File: config.mk
export PLATFORM = sky130hd
export DESIGN_NAME = bf_io_bridge_flat
export DESIGN_NICKNAME = d
export VERILOG_FILES = /design/src/rtl/bf_io_bridge_pkg.sv /design/src/rtl/bf_io_bridge_if.sv /design/src/rtl/bf_io_bridge_fifo.sv /design/src/rtl/bf_io_bridge.sv /design/src/flat_wrapper.sv
export SDC_FILE = /design/constraint.sdc
export NUM_CORES = 1
export LEC_CHECK = 0
export ABC_CLOCK_PERIOD_IN_PS = 5300
export BUFFER_PORTS_ARGS = -buffer_cell sky130_fd_sc_hd__buf_2
export CORE_MARGIN = 10
export CORE_UTILIZATION = 60
export CTS_BUF_LIST = sky130_fd_sc_hd__clkbuf_4 sky130_fd_sc_hd__clkbuf_8
export CTS_CLUSTER_SIZE = 12
export DETAILED_ROUTE_END_ITERATION = 16
export PLACE_DENSITY = 0.78
export SYNTH_ARGS = -nofsm -noshare
export SYNTH_HDL_FRONTEND = slang
export SYNTH_HIERARCHICAL = 1
export SYNTH_SLANG_ARGS = --single-unit
File: constraint.sdc
create_clock -name clk -period 5.3 [get_ports clk]
set_clock_uncertainty 0.1 [all_clocks]
set_input_delay 0.53 -clock clk [delete_from_list [all_inputs] [get_ports clk]]
set_output_delay 0.53 -clock clk [all_outputs]
set_load 0.02 [all_outputs]
File: src/rtl/bf_io_bridge_pkg.sv
// Shared definitions for the brainfuck I/O bridge: drain FSM encodings,
// the default core step divider and the FIFO level-width helper.
package bf_io_bridge_pkg;

    // UART drain sequencer states.
    typedef enum logic [1:0] {
        ST_IDLE  = 2'd0,
        ST_START = 2'd1,
        ST_BUSY  = 2'd2
    } drain_state_e;

    // System clocks per core step in the real build.
    localparam int CE_DIV_DEFAULT = 8388608;

    // A level counter must represent 0..depth inclusive.
    function automatic int lvl_w(input int depth);
        return $clog2(depth) + 1;
    endfunction

endpackage

File: src/rtl/bf_io_bridge_if.sv
// Core-side and UART-side signals of the I/O bridge.
// slave: the bridge itself; master: the core/UART environment.
interface bf_io_bridge_if #(
    parameter int DATA_W = 8
);
    logic              cpu_ce;
    logic              stall;
    logic [DATA_W-1:0] out_data;
    logic              out_en;
    logic              in_req;
    logic [DATA_W-1:0] in_data;
    logic              in_valid;
    logic [DATA_W-1:0] tx_data;
    logic              tx_start;
    logic              tx_ready;
    logic [DATA_W-1:0] rx_data;
    logic              rx_valid;

    modport slave (
        output cpu_ce, stall, in_data, in_valid, tx_data, tx_start,
        input  out_data, out_en, in_req, tx_ready, rx_data, rx_valid
    );

    modport master (
        input  cpu_ce, stall, in_data, in_valid, tx_data, tx_start,
        output out_data, out_en, in_req, tx_ready, rx_data, rx_valid
    );
endinterface

File: src/rtl/bf_io_bridge_fifo.sv
// bf_byte_fifo: small registered byte FIFO with a combinational head.
// Pointers carry one extra wrap bit so level = wptr - rptr covers 0..DEPTH.
module bf_byte_fifo #(
    parameter int DATA_W = 8,
    parameter int DEPTH  = 4,
    localparam int AW    = $clog2(DEPTH)
) (
    input  logic              clk,
    input  logic              rstn,
    input  logic              push_i,
    input  logic              pop_i,
    input  logic [DATA_W-1:0] wdata_i,
    output logic [DATA_W-1:0] head_o,
    output logic              full_o,
    output logic              empty_o,
    output logic [AW:0]       level_o
);
    logic [DEPTH-1:0][DATA_W-1:0] mem_q;
    logic [AW:0]                  wptr_q;
    logic [AW:0]                  rptr_q;

    assign level_o = wptr_q - rptr_q;
    assign full_o  = (level_o == (AW+1)'(DEPTH));
    assign empty_o = (wptr_q == rptr_q);
    assign head_o  = mem_q[rptr_q[AW-1:0]];

    // Storage and pointers; storage is cleared so an empty head reads as 0.
    always_ff @(posedge clk or negedge rstn) begin
        if (!rstn) begin
            mem_q  <= '0;
            wptr_q <= '0;
            rptr_q <= '0;
        end else begin
            if (push_i) begin
                mem_q[wptr_q[AW-1:0]] <= wdata_i;
                wptr_q                <= wptr_q + 1'b1;
            end
            if (pop_i) begin
                rptr_q <= rptr_q + 1'b1;
            end
        end
    end
endmodule

File: src/rtl/bf_io_bridge.sv
// bf_io_bridge: core clock-enable divider, stdout TX FIFO drained to the
// UART transmitter, and stdin RX FIFO fed by the UART receiver.
// Optional terminal echo of received bytes: define BF_IO_ECHO_EN.
module bf_io_bridge
    import bf_io_bridge_pkg::*;
#(
    parameter int DATA_W   = 8,
    parameter int TX_DEPTH = 16,
    parameter int RX_DEPTH = 4,
    parameter int CE_DIV   = CE_DIV_DEFAULT
) (
    input  logic                       clk,
    input  logic                       rstn,
    bf_io_bridge_if.slave              io,
    output logic [lvl_w(TX_DEPTH)-1:0] tx_level,
    output logic                       rx_overflow
`ifdef BF_IO_ECHO_EN
    ,
    output logic                       echo_drop
`endif
);
    localparam int            CW   = $clog2(CE_DIV);
    localparam logic [CW-1:0] TERM = CW'(CE_DIV - 1);

    logic [CW-1:0]              cnt_q, cnt_d;
    logic                       at_term, stall, cpu_ce;
    logic                       core_push;
    logic                       tx_push, tx_pop, tx_full, tx_empty;
    logic [DATA_W-1:0]          tx_wdata, tx_head, tx_data_q;
    logic                       rx_push, rx_pop, rx_full, rx_empty;
    logic [DATA_W-1:0]          rx_head;
    logic [lvl_w(RX_DEPTH)-1:0] rx_level;
    logic                       rx_overflow_q;
    logic                       tx_start;
    drain_state_e               state_q, state_d;

    // Core step enable: the counter parks at terminal count while stalled.
    assign stall   = (io.out_en && tx_full) || (io.in_req && rx_empty);
    assign at_term = (cnt_q == TERM);
    assign cpu_ce  = at_term && !stall;
    assign cnt_d   = at_term ? (stall ? cnt_q : '0) : cnt_q + 1'b1;

    // Divider count register.
    always_ff @(posedge clk or negedge rstn) begin
        if (!rstn) cnt_q <= '0;
        else       cnt_q <= cnt_d;
    end

    // Core requests take effect only on the step they were held for.
    assign core_push = cpu_ce && io.out_en;
    assign rx_pop    = cpu_ce && io.in_req;
    // A full RX FIFO still accepts a byte when the core pops in the same cycle.
    assign rx_push   = io.rx_valid && (!rx_full || rx_pop);

`ifdef BF_IO_ECHO_EN
    logic echo_ok, echo_drop_q;
    // The core owns the TX write port when both want it; echo yields.
    assign echo_ok   = rx_push && !core_push && !tx_full;
    assign tx_push   = core_push || echo_ok;
    assign tx_wdata  = core_push ? io.out_data : io.rx_data;
    assign echo_drop = echo_drop_q;

    // Sticky flag for any received byte that could not be echoed.
    always_ff @(posedge clk or negedge rstn) begin
        if (!rstn)                    echo_drop_q <= 1'b0;
        else if (rx_push && !echo_ok) echo_drop_q <= 1'b1;
    end
`else
    assign tx_push  = core_push;
    assign tx_wdata = io.out_data;
`endif

    // Sticky flag for received bytes lost to a full RX FIFO.
    always_ff @(posedge clk or negedge rstn) begin
        if (!rstn)                                 rx_overflow_q <= 1'b0;
        else if (io.rx_valid && rx_full && !rx_pop) rx_overflow_q <= 1'b1;
    end

    bf_byte_fifo #(.DATA_W(DATA_W), .DEPTH(TX_DEPTH)) u_tx_fifo (
        .clk     (clk),
        .rstn    (rstn),
        .push_i  (tx_push),
        .pop_i   (tx_pop),
        .wdata_i (tx_wdata),
        .head_o  (tx_head),
        .full_o  (tx_full),
        .empty_o (tx_empty),
        .level_o (tx_level)
    );

    bf_byte_fifo #(.DATA_W(DATA_W), .DEPTH(RX_DEPTH)) u_rx_fifo (
        .clk     (clk),
        .rstn    (rstn),
        .push_i  (rx_push),
        .pop_i   (rx_pop),
        .wdata_i (io.rx_data),
        .head_o  (rx_head),
        .full_o  (rx_full),
        .empty_o (rx_empty),
        .level_o (rx_level)
    );

    // Drain sequencer state and the byte latched for the transmitter.
    always_ff @(posedge clk or negedge rstn) begin
        if (!rstn) begin
            state_q   <= ST_IDLE;
            tx_data_q <= '0;
        end else begin
            state_q <= state_d;
            if (tx_pop) tx_data_q <= tx_head;
        end
    end

    // Drain sequencer: latch+pop when idle, pulse start, wait for the UART to go busy.
    always_comb begin
        state_d  = state_q;
        tx_pop   = 1'b0;
        tx_start = 1'b0;
        unique case (state_q)
            ST_IDLE: begin
                if (!tx_empty && io.tx_ready) begin
                    tx_pop  = 1'b1;
                    state_d = ST_START;
                end
            end
            ST_START: begin
                tx_start = 1'b1;
                state_d  = ST_BUSY;
            end
            ST_BUSY: begin
                if (!io.tx_ready) state_d = ST_IDLE;
            end
            default: state_d = ST_IDLE;
        endcase
    end

    assign io.cpu_ce   = cpu_ce;
    assign io.stall    = stall;
    assign io.in_data  = rx_head;
    assign io.in_valid = (rx_level != '0);
    assign io.tx_data  = tx_data_q;
    assign io.tx_start = tx_start;
    assign rx_overflow = rx_overflow_q;
endmodule

File: src/flat_wrapper.sv
// flat-port wrapper written by rule: the top's interface ports become plain ports
module bf_io_bridge_flat import bf_io_bridge_pkg::*;
#(
    parameter int DATA_W   = 8,
    parameter int TX_DEPTH = 16,
    parameter int RX_DEPTH = 4,
    parameter int CE_DIV   = CE_DIV_DEFAULT
)
  (clk, rstn, tx_level, rx_overflow, io_cpu_ce, io_stall, io_in_data, io_in_valid, io_tx_data, io_tx_start, io_out_data, io_out_en, io_in_req, io_tx_ready, io_rx_data, io_rx_valid);
  bf_io_bridge_if #(.DATA_W(DATA_W)) io_i ();
  input  logic clk;
  input  logic rstn;
  output logic [lvl_w(TX_DEPTH)-1:0] tx_level;
  output logic rx_overflow;
  output wire logic [$bits(io_i.cpu_ce)-1:0] io_cpu_ce;
  output wire logic [$bits(io_i.stall)-1:0] io_stall;
  output wire logic [$bits(io_i.in_data)-1:0] io_in_data;
  output wire logic [$bits(io_i.in_valid)-1:0] io_in_valid;
  output wire logic [$bits(io_i.tx_data)-1:0] io_tx_data;
  output wire logic [$bits(io_i.tx_start)-1:0] io_tx_start;
  input wire logic [$bits(io_i.out_data)-1:0] io_out_data;
  input wire logic [$bits(io_i.out_en)-1:0] io_out_en;
  input wire logic [$bits(io_i.in_req)-1:0] io_in_req;
  input wire logic [$bits(io_i.tx_ready)-1:0] io_tx_ready;
  input wire logic [$bits(io_i.rx_data)-1:0] io_rx_data;
  input wire logic [$bits(io_i.rx_valid)-1:0] io_rx_valid;
  assign io_cpu_ce = io_i.cpu_ce;
  assign io_stall = io_i.stall;
  assign io_in_data = io_i.in_data;
  assign io_in_valid = io_i.in_valid;
  assign io_tx_data = io_i.tx_data;
  assign io_tx_start = io_i.tx_start;
  assign io_i.out_data = io_out_data;
  assign io_i.out_en = io_out_en;
  assign io_i.in_req = io_in_req;
  assign io_i.tx_ready = io_tx_ready;
  assign io_i.rx_data = io_rx_data;
  assign io_i.rx_valid = io_rx_valid;
  bf_io_bridge #(.DATA_W(DATA_W), .TX_DEPTH(TX_DEPTH), .RX_DEPTH(RX_DEPTH), .CE_DIV(CE_DIV)) u_core (.clk(clk), .rstn(rstn), .io(io_i), .tx_level(tx_level), .rx_overflow(rx_overflow));
endmodule
* After elaboration in Yosys (flattened, before gate mapping)
Cells that the tools add are included.
** Word-level totals
- Bits in registers :: 210
- Logic and storage cells :: 89
- Input port bits :: 22
** Operators by class
- Multiplexer cells :: 18
- Eq/ne operators :: 10
- $add $sub $neg :: 7
- Reductions and logical operators :: 20
- Order comparisons :: 6
** Operators by type and width (number)
- $bwmux 128 :: 1
- $mux 23 :: 2
- $bmux 8 s4 :: 1
- $bwmux 32 :: 1
- $demux 8 s4 :: 1
- $mux 8 :: 4
- $add 23x1->23 const B :: 1
- $eq 23x23->1 const B :: 1
- $bmux 8 s2 :: 1
- $demux 8 s2 :: 1
- $logic_and 1x1->1 :: 11
- $add 5x1->5 const B :: 2
- $lt 4x5->1 const B :: 2
- $add 3x1->3 const B :: 2
- $lt 2x3->1 const B :: 2
- $pmux 2 s3 :: 1
- $eq 5x5->1 :: 1
- $eq 5x5->1 const B :: 1
- $sub 5x5->5 :: 1
- $ge 4x1->1 const B :: 1
- $logic_not 1->1 :: 4
- $mux 2 :: 2
- $ne 2x2->1 const B :: 2
- $eq 3x3->1 :: 1
- other kinds (11) :: 14

* Logic depth before layout (Yosys ltp)
- Word-level depth :: 9
- Gate-level depth with buffers :: 17
- Gate-level depth less buffers :: 15

* Hierarchy
Netlist, hierarchy kept.
** Modules (own cells, without submodules)
- bf_byte_fifo (u_core.u_tx_fifo) :: area each 6472.5 um^2, times used 1, cells each 419
- bf_byte_fifo (u_core.u_rx_fifo) :: area each 1953.1 um^2, times used 1, cells each 114
- bf_io_bridge :: area each 1670.4 um^2, times used 1, cells each 156

* Worst setup path before layout
No wires, ideal clock.
- Path type :: register to register
- Start :: reg u_core.u_tx_fifo.rptr_q[1]
- End :: reg u_core/u_tx_fifo/mem_q[0] (netlist name)
- Data arrival time :: 3.675 ns
- Path slack :: 1.400 ns
- Stages on the path, launching flop included :: 18
- Library setup time :: 0.125 ns
- Clock period less this slack :: 3.900 ns
- Required time :: 5.075 ns
- Cells stage by stage :: dfrtp_1 clkbuf_8 clkbuf_1 inv_1 ha_1 nand2_1 o21ai_0 xor2_1 nor4b_1 a22oi_1 nand3_1 inv_2 and2_1 buf_2 nor3b_1 and2_1 buf_4 mux2_2
** Between the ends
- Word-level cells in the longest chain between the ends :: 7
** RTL lines
- start: declaration :: line bf_io_bridge_fifo.sv:20 : logic [AW:0] rptr_q;
- start signal: assignment :: line bf_io_bridge_fifo.sv:39 : rptr_q <= rptr_q + 1'b1;
- $sub 5x5->5 :: line bf_io_bridge_fifo.sv:22 : assign level_o = wptr_q - rptr_q;
- named net tx_level[3] :: line flat_wrapper.sv:13 : output logic [lvl_w(TX_DEPTH)-1:0] tx_level;
- $eq 5x5->1 :: line bf_io_bridge_fifo.sv:23 : assign full_o = (level_o == (AW+1)'(DEPTH));
- named net u_core.tx_full :: line bf_io_bridge.sv:28 : logic tx_push, tx_pop, tx_full, tx_empty;
- $logic_and 1x1->1 :: line bf_io_bridge.sv:38 : assign stall = (io.out_en && tx_full) || (io.in_req && rx_empty);
- $logic_or 1x1->1 :: line bf_io_bridge.sv:38
- $logic_not 1->1 :: line bf_io_bridge.sv:40 : assign cpu_ce = at_term && !stall;
- $logic_and 1x1->1 :: line bf_io_bridge.sv:40
- named net io_cpu_ce :: line flat_wrapper.sv:15 : output wire logic [$bits(io_i.cpu_ce)-1:0] io_cpu_ce;
- $logic_and 1x1->1 :: line bf_io_bridge.sv:50 : assign core_push = cpu_ce && io.out_en;
- named net u_core.core_push :: line bf_io_bridge.sv:27 : logic core_push;
- end signal: indexed assignment :: line bf_io_bridge_fifo.sv:35 : mem_q[wptr_q[AW-1:0]] <= wdata_i;
- end: declaration :: line bf_io_bridge_fifo.sv:18 : logic [DEPTH-1:0][DATA_W-1:0] mem_q;
The timed path passes the listed nets, and every way through them passes these cells.
A chain may end at the register's enable or synchronous reset.

* Final worst setup path
- Start :: reg u_core.u_tx_fifo.wptr_q[0]
- End :: reg u_core/u_tx_fifo/mem_q[125] (netlist name)
** Between the ends
- Word-level cells in the longest chain between the ends :: 7
** RTL lines
- start: declaration :: line bf_io_bridge_fifo.sv:19 : logic [AW:0] wptr_q;
- start signal: assignment :: line bf_io_bridge_fifo.sv:36 : wptr_q <= wptr_q + 1'b1;
- $sub 5x5->5 :: line bf_io_bridge_fifo.sv:22
- $eq 5x5->1 :: line bf_io_bridge_fifo.sv:23
- named net u_core.tx_full :: line bf_io_bridge.sv:28
- $logic_and 1x1->1 :: line bf_io_bridge.sv:38
- $logic_or 1x1->1 :: line bf_io_bridge.sv:38
- $logic_not 1->1 :: line bf_io_bridge.sv:40
- $logic_and 1x1->1 :: line bf_io_bridge.sv:40
- $logic_and 1x1->1 :: line bf_io_bridge.sv:50
- named net u_core.core_push :: line bf_io_bridge.sv:27
The timed path passes the listed nets, and every way through them passes these cells.

==> impl.org <==
** Yosys
- Of all flip-flops after synthesis, the portion carrying an async set or reset was 1.00.
- Of the total synthesized cell area, the portion taken by AND, OR, NAND and NOR gates is 0.0772.
- Summing every instance area after synthesis gives between 0.01 and 0.015 sq mm.
- The number of nets in the synthesized netlist is 730.
- Of the total synthesized cell area, the portion taken by XOR and XNOR cells is 0.0165.
- Post-synthesis sequential area ratio :: 0.521
- Post-synthesis sequential element count :: 210
- Synthesized instance count :: 689
- Area fraction in compound gates after synthesis :: 0.0392
- Of the post-synthesis cell area, the part taken by muxes is 0.295.
- Largest family of logic cells by synthesized area :: multiplexers
- For this run, the leading register cell type out of synthesis is sky130_fd_sc_hd__dfrtp_1.
- Post-synth cell types :: 56
- Number of enable flip-flop cells after synthesis :: 0
- Adder-cell share of the synthesized area :: 0.0250
- A synthesized cell averages about 15 sq um.
- Total number of yosys warnings :: 6

** Critical path
- The worst setup path is of the flop to flop kind.
- Data arrives at the worst endpoint at 4.62 ns.
- Ordered cell list for the critical path :: inv_1 > ha_1 > fa_1 > nand2b_1 > a21oi_1 > xnor2_1 > nor4b_1 > a22oi_1 > nand3_1 > inv_2 > and2_1 > and3_1 > nand2_2 > mux2_2
- The worst register-to-register path has a depth of 14.
- Largest fanout on the critical path :: 9
- In this run the register-to-register setup slack is about 1 ns.
- CP max-delay cell :: sky130_fd_sc_hd__nor4b_1
- Startpoint type of the worst setup path :: flop
- Reg-to-reg startpoint :: u_core/u_tx_fifo/wptr_q[0]$_DFFE_PN0P_
- On the worst path, the slowest cell contributes a delay of 0.57 ns.
- The endpoint identified for the worst register-to-register timing path is u_core/u_tx_fifo/mem_q[125]$_DFFE_PN0P_.
- Crit path launch :: u_core/u_tx_fifo/wptr_q[0]$_DFFE_PN0P_
- The worst setup path is captured at a flop.
- Following the worst setup path forward leads to its endpoint at u_core/u_tx_fifo/mem_q[125]$_DFFE_PN0P_.
- Worst path required time :: 5.59 ns

** Floorplanning
- Die Outline Area :: between 0.02 and 0.025 sq mm
- Initial Utilization :: 0.611
- The region available for standard cell placement spans 0.0165 sq mm.
- # rows :: 47
- Die extent in y :: 150 um
- Top Ports :: 48
- The floorplan step set the die width to ~150 um.

** Final layout
- In the layout the commonest cells are sky130_fd_sc_hd__dfrtp_1, sky130_fd_sc_hd__mux2_2, sky130_fd_sc_hd__clkbuf_8, sky130_fd_sc_hd__buf_2, sky130_fd_sc_hd__mux2_4.
- The finished layout holds just under 1000 standard cells, fillers aside.
- The net count of the finished layout is 790.
- Antenna diodes :: 0
- At the end of the flow the core is filled with cells to 0.680.
- Fraction of layout instances using a drive strength above 1 :: 0.431
- Area of combinational cells with multiple inputs :: 0.00457 sq mm
- The library cell used most frequently in the layout, excluding fill and tap cells, is sky130_fd_sc_hd__dfrtp_1.
- Counting the fill cells in the layout gives about 1100.
- Layout Area Growth over Synthesis :: 11.4%
- FF+latch area :: 0.00526 sq mm

** Detailed routing
- After detailed routing, the total wire length is 21400 um.
- The first detailed-routing pass took 5 iterations.
- Number of DRC violations after detailed routing :: 0
- After the first detailed-routing iteration, the DRC count stood at ~380.
- The routed layout has around 6000 vias.
- Post-detailed-route count of antenna-violating nets :: 0
- Dividing the detail-routed wire length by the instance count gives around 22 um.
- Average vias per placed instance :: just over 6

** CTS
- Root Buffer Master :: sky130_fd_sc_hd__clkbuf_8
- Clock-pin slew was measured on the worst setup and hold paths at 0.06 ns.
- CTS Hold Bufs :: 0
- The later pin in the worst-skew pair is clocked with a latency of between 0.5 and 0.6 ns.
- The tree built by TritonCTS fans out to 210 sinks.
- H-tree depth :: 2
- Total CTS buffers :: 37
- Once the clock tree was built, the setup fixing pass inserted 0 buffers.
- In this run the deepest clock path goes through 3 buffers.
- CTS tree :: done
- After clock tree synthesis, the repair step resized 0 gates.

** Power
- Of the total power, the share spent switching nets is 0.302.
- P_sw :: around 1400 uW
- Leakage :: ~0.0056 uW
- Maximum ir drop on the vdd rail :: about 0.33 mV
- Clock share of power :: 0.337
- Power per cell area :: about 420 mW/mm^2
- The share of total power dissipated in combinational logic is 0.256.
- Sequential Power Share :: 0.407
- Internal power comes to roughly 3300 uW.

** GRT
- Global-route wire length before repair :: around 35000 um
- Via count of the first global-routing pass :: between 6000 and 7000
- Remaining global-route overflow :: 0
- The number of antenna violations at the first check in global routing is 0.
- Across every metal layer, demand over resource in global routing totals 0.196.
- Largest net degree at the start of global routing :: between 100 and 150

** Min path
- Class of the tightest hold or removal check :: primary input to asynchronous set/reset pin

** Timing
- Final-layout setup total negative slack :: 0 ns
- In the finished design, the share of the clock period the worst path needs comes to 0.816.
- Final hold slack :: 0.0280 ns
- At the pin with the least slew margin, the transition time is approximately 1.0 ns.
- Final hold vios :: 0
- Achievable frequency :: between 200 and 250 MHz
- Setup repair after global routing left no endpoint under its margin.
- Final Max Tran Viols :: 0
- Setup violations remaining at the end of the flow were counted as 0.
- Tightest slew margin relative to the limit :: 0.308
- Post-layout min period :: around 4.3 ns

** Place
- Estimated wirelength of the detail-placed design :: ~14000 um
- During placement, the flow inserted port buffers numbering 47.
- Once placement completed, the tool counted placed cells totaling slightly above 900.
- The congestion estimate from routability-driven global placement came to approximately 0.87.

** Flow run
- Reported max-cap violation count :: 0

** Status
- Outcome :: finished clean
## worst max-delay path, delay by kind of cell (launching register included)
family                     cells  cell delay (ns)
DFF                            1             0.46
AOI/OAI and AO/OA              2             0.44
adders and majority gates      2             0.66
xor gates and xnor gates       1             0.16
muxes                          1             0.40
and+or+nand+nor                6             1.78
buffers and inverters          2             0.19
## cell usage after synthesis (6+ instances only)
| cell type | n | area share |
|---|---|---|
| sky130_fd_sc_hd__dfrtp_1 | 210 | 0.52 |
| sky130_fd_sc_hd__ha_1 | 17 | 0.021 |
| sky130_fd_sc_hd__nand4_1 | 9 | 0.0056 |
| sky130_fd_sc_hd__xor2_1 | 7 | 0.0061 |
| sky130_fd_sc_hd__mux4_2 | 26 | 0.058 |
| sky130_fd_sc_hd__inv_1 | 16 | 0.0059 |
| sky130_fd_sc_hd__xnor2_1 | 12 | 0.010 |
| sky130_fd_sc_hd__nand2_2 | 13 | 0.0081 |
| sky130_fd_sc_hd__o211ai_1 | 6 | 0.0045 |
| sky130_fd_sc_hd__clkbuf_1 | 11 | 0.0041 |
| sky130_fd_sc_hd__buf_4 | 7 | 0.0052 |
| sky130_fd_sc_hd__a22oi_1 | 17 | 0.013 |
| sky130_fd_sc_hd__nor2_1 | 17 | 0.0063 |
| sky130_fd_sc_hd__nand2_1 | 27 | 0.010 |
| sky130_fd_sc_hd__nand3_1 | 14 | 0.0069 |
| sky130_fd_sc_hd__o21ai_0 | 9 | 0.0045 |
| sky130_fd_sc_hd__and2_1 | 6 | 0.0037 |
| sky130_fd_sc_hd__a21oi_1 | 10 | 0.0050 |
| sky130_fd_sc_hd__mux2_2 | 136 | 0.15 |
| sky130_fd_sc_hd__and3_1 | 9 | 0.0056 |
| sky130_fd_sc_hd__mux2_4 | 32 | 0.048 |
| sky130_fd_sc_hd__mux4_1 | 13 | 0.034 |
## stage by stage
step / total power [uW] / setup WS (ns) / cell area, sq um
finish: 4700 / 0.973 / 11200
global route: 4920 / 0.652 / 11200
CTS: 4750 / 1.01 / 11200
detailed placement: 3140 / 1.08 / 10400
global placement: 3090 / 1.26 / 10400
floorplan: 2830 / 1.40 / 10100
## power by group through the flow
stage / clock, uW / combinational, uW / sequential, uW
floorplan: 0 / 941 / 1880
global placement: 0 / 1170 / 1920
detailed placement: 0 / 1210 / 1930
CTS: 1620 / 1220 / 1910
global route: 1700 / 1290 / 1930
finish: 1580 / 1200 / 1910
## cells by family (layout without fill, tap and decap cells)
| kind of cell | after synthesis | after routing |
|---|---|---|
| flops | 210 | 210 |
| fa+ha+maj | 19 | 19 |
| xor+xnor | 19 | 19 |
| mux | 209 | 209 |
| compound gates | 58 | 58 |
| simple gates | 127 | 127 |
| buf+inv | 47 | 130 |
## area by class of cell
| class | count | share of cell area |
|---|---|---|
| sequential | 210 | 0.468 |
| multi-input combinational | 432 | 0.407 |
| inverter | 17 | 0.00568 |
| timing repair buffer | 51 | 0.0244 |
| tap | 220 | 0.0245 |
| clock buffer | 56 | 0.0635 |
| clock inverter | 6 | 0.00779 |
## flip-flops by register name, indices dropped and copies added (netlist names)
| register | count |
|---|---|
| u_core/u_tx_fifo/mem_q | 128 |
| u_core/u_rx_fifo/mem_q | 32 |
| u_core/cnt_q | 23 |
| u_core/io.tx_data | 8 |
| u_core/u_tx_fifo/rptr_q | 5 |
| u_core/u_tx_fifo/wptr_q | 5 |
| u_core/u_rx_fifo/rptr_q | 3 |
| u_core/u_rx_fifo/wptr_q | 3 |
| u_core/state_q | 2 |
| u_core/rx_overflow | 1 |
## worst min path at each step
stage                     slack (ns)                                 endpoint  cells after the start
after floorplan                 0.13              u_core/cnt_q[0]$_DFFE_PN0P_                      0
after global placement          0.38           u_core/rx_overflow$_DFFE_PN0P_                      1
after detailed placement        0.36           u_core/rx_overflow$_DFFE_PN0P_                      1
after CTS                       0.06   u_core/u_tx_fifo/wptr_q[2]$_DFFE_PN0P_                      1
after global routing            0.08  u_core/u_tx_fifo/mem_q[100]$_DFFE_PN0P_                      1
final                           0.03  u_core/u_tx_fifo/mem_q[100]$_DFFE_PN0P_                      1
## routing by layer
layer,up-vias,track usage,part of all wire
met5,-,0,0
met4,0,0.0530,0.013
met3,32,0.0420,0.051
met2,173,0.335,0.51
met1,3122,0.249,0.42
li1,2686,-,-
(Power assumes the default switching activity.)
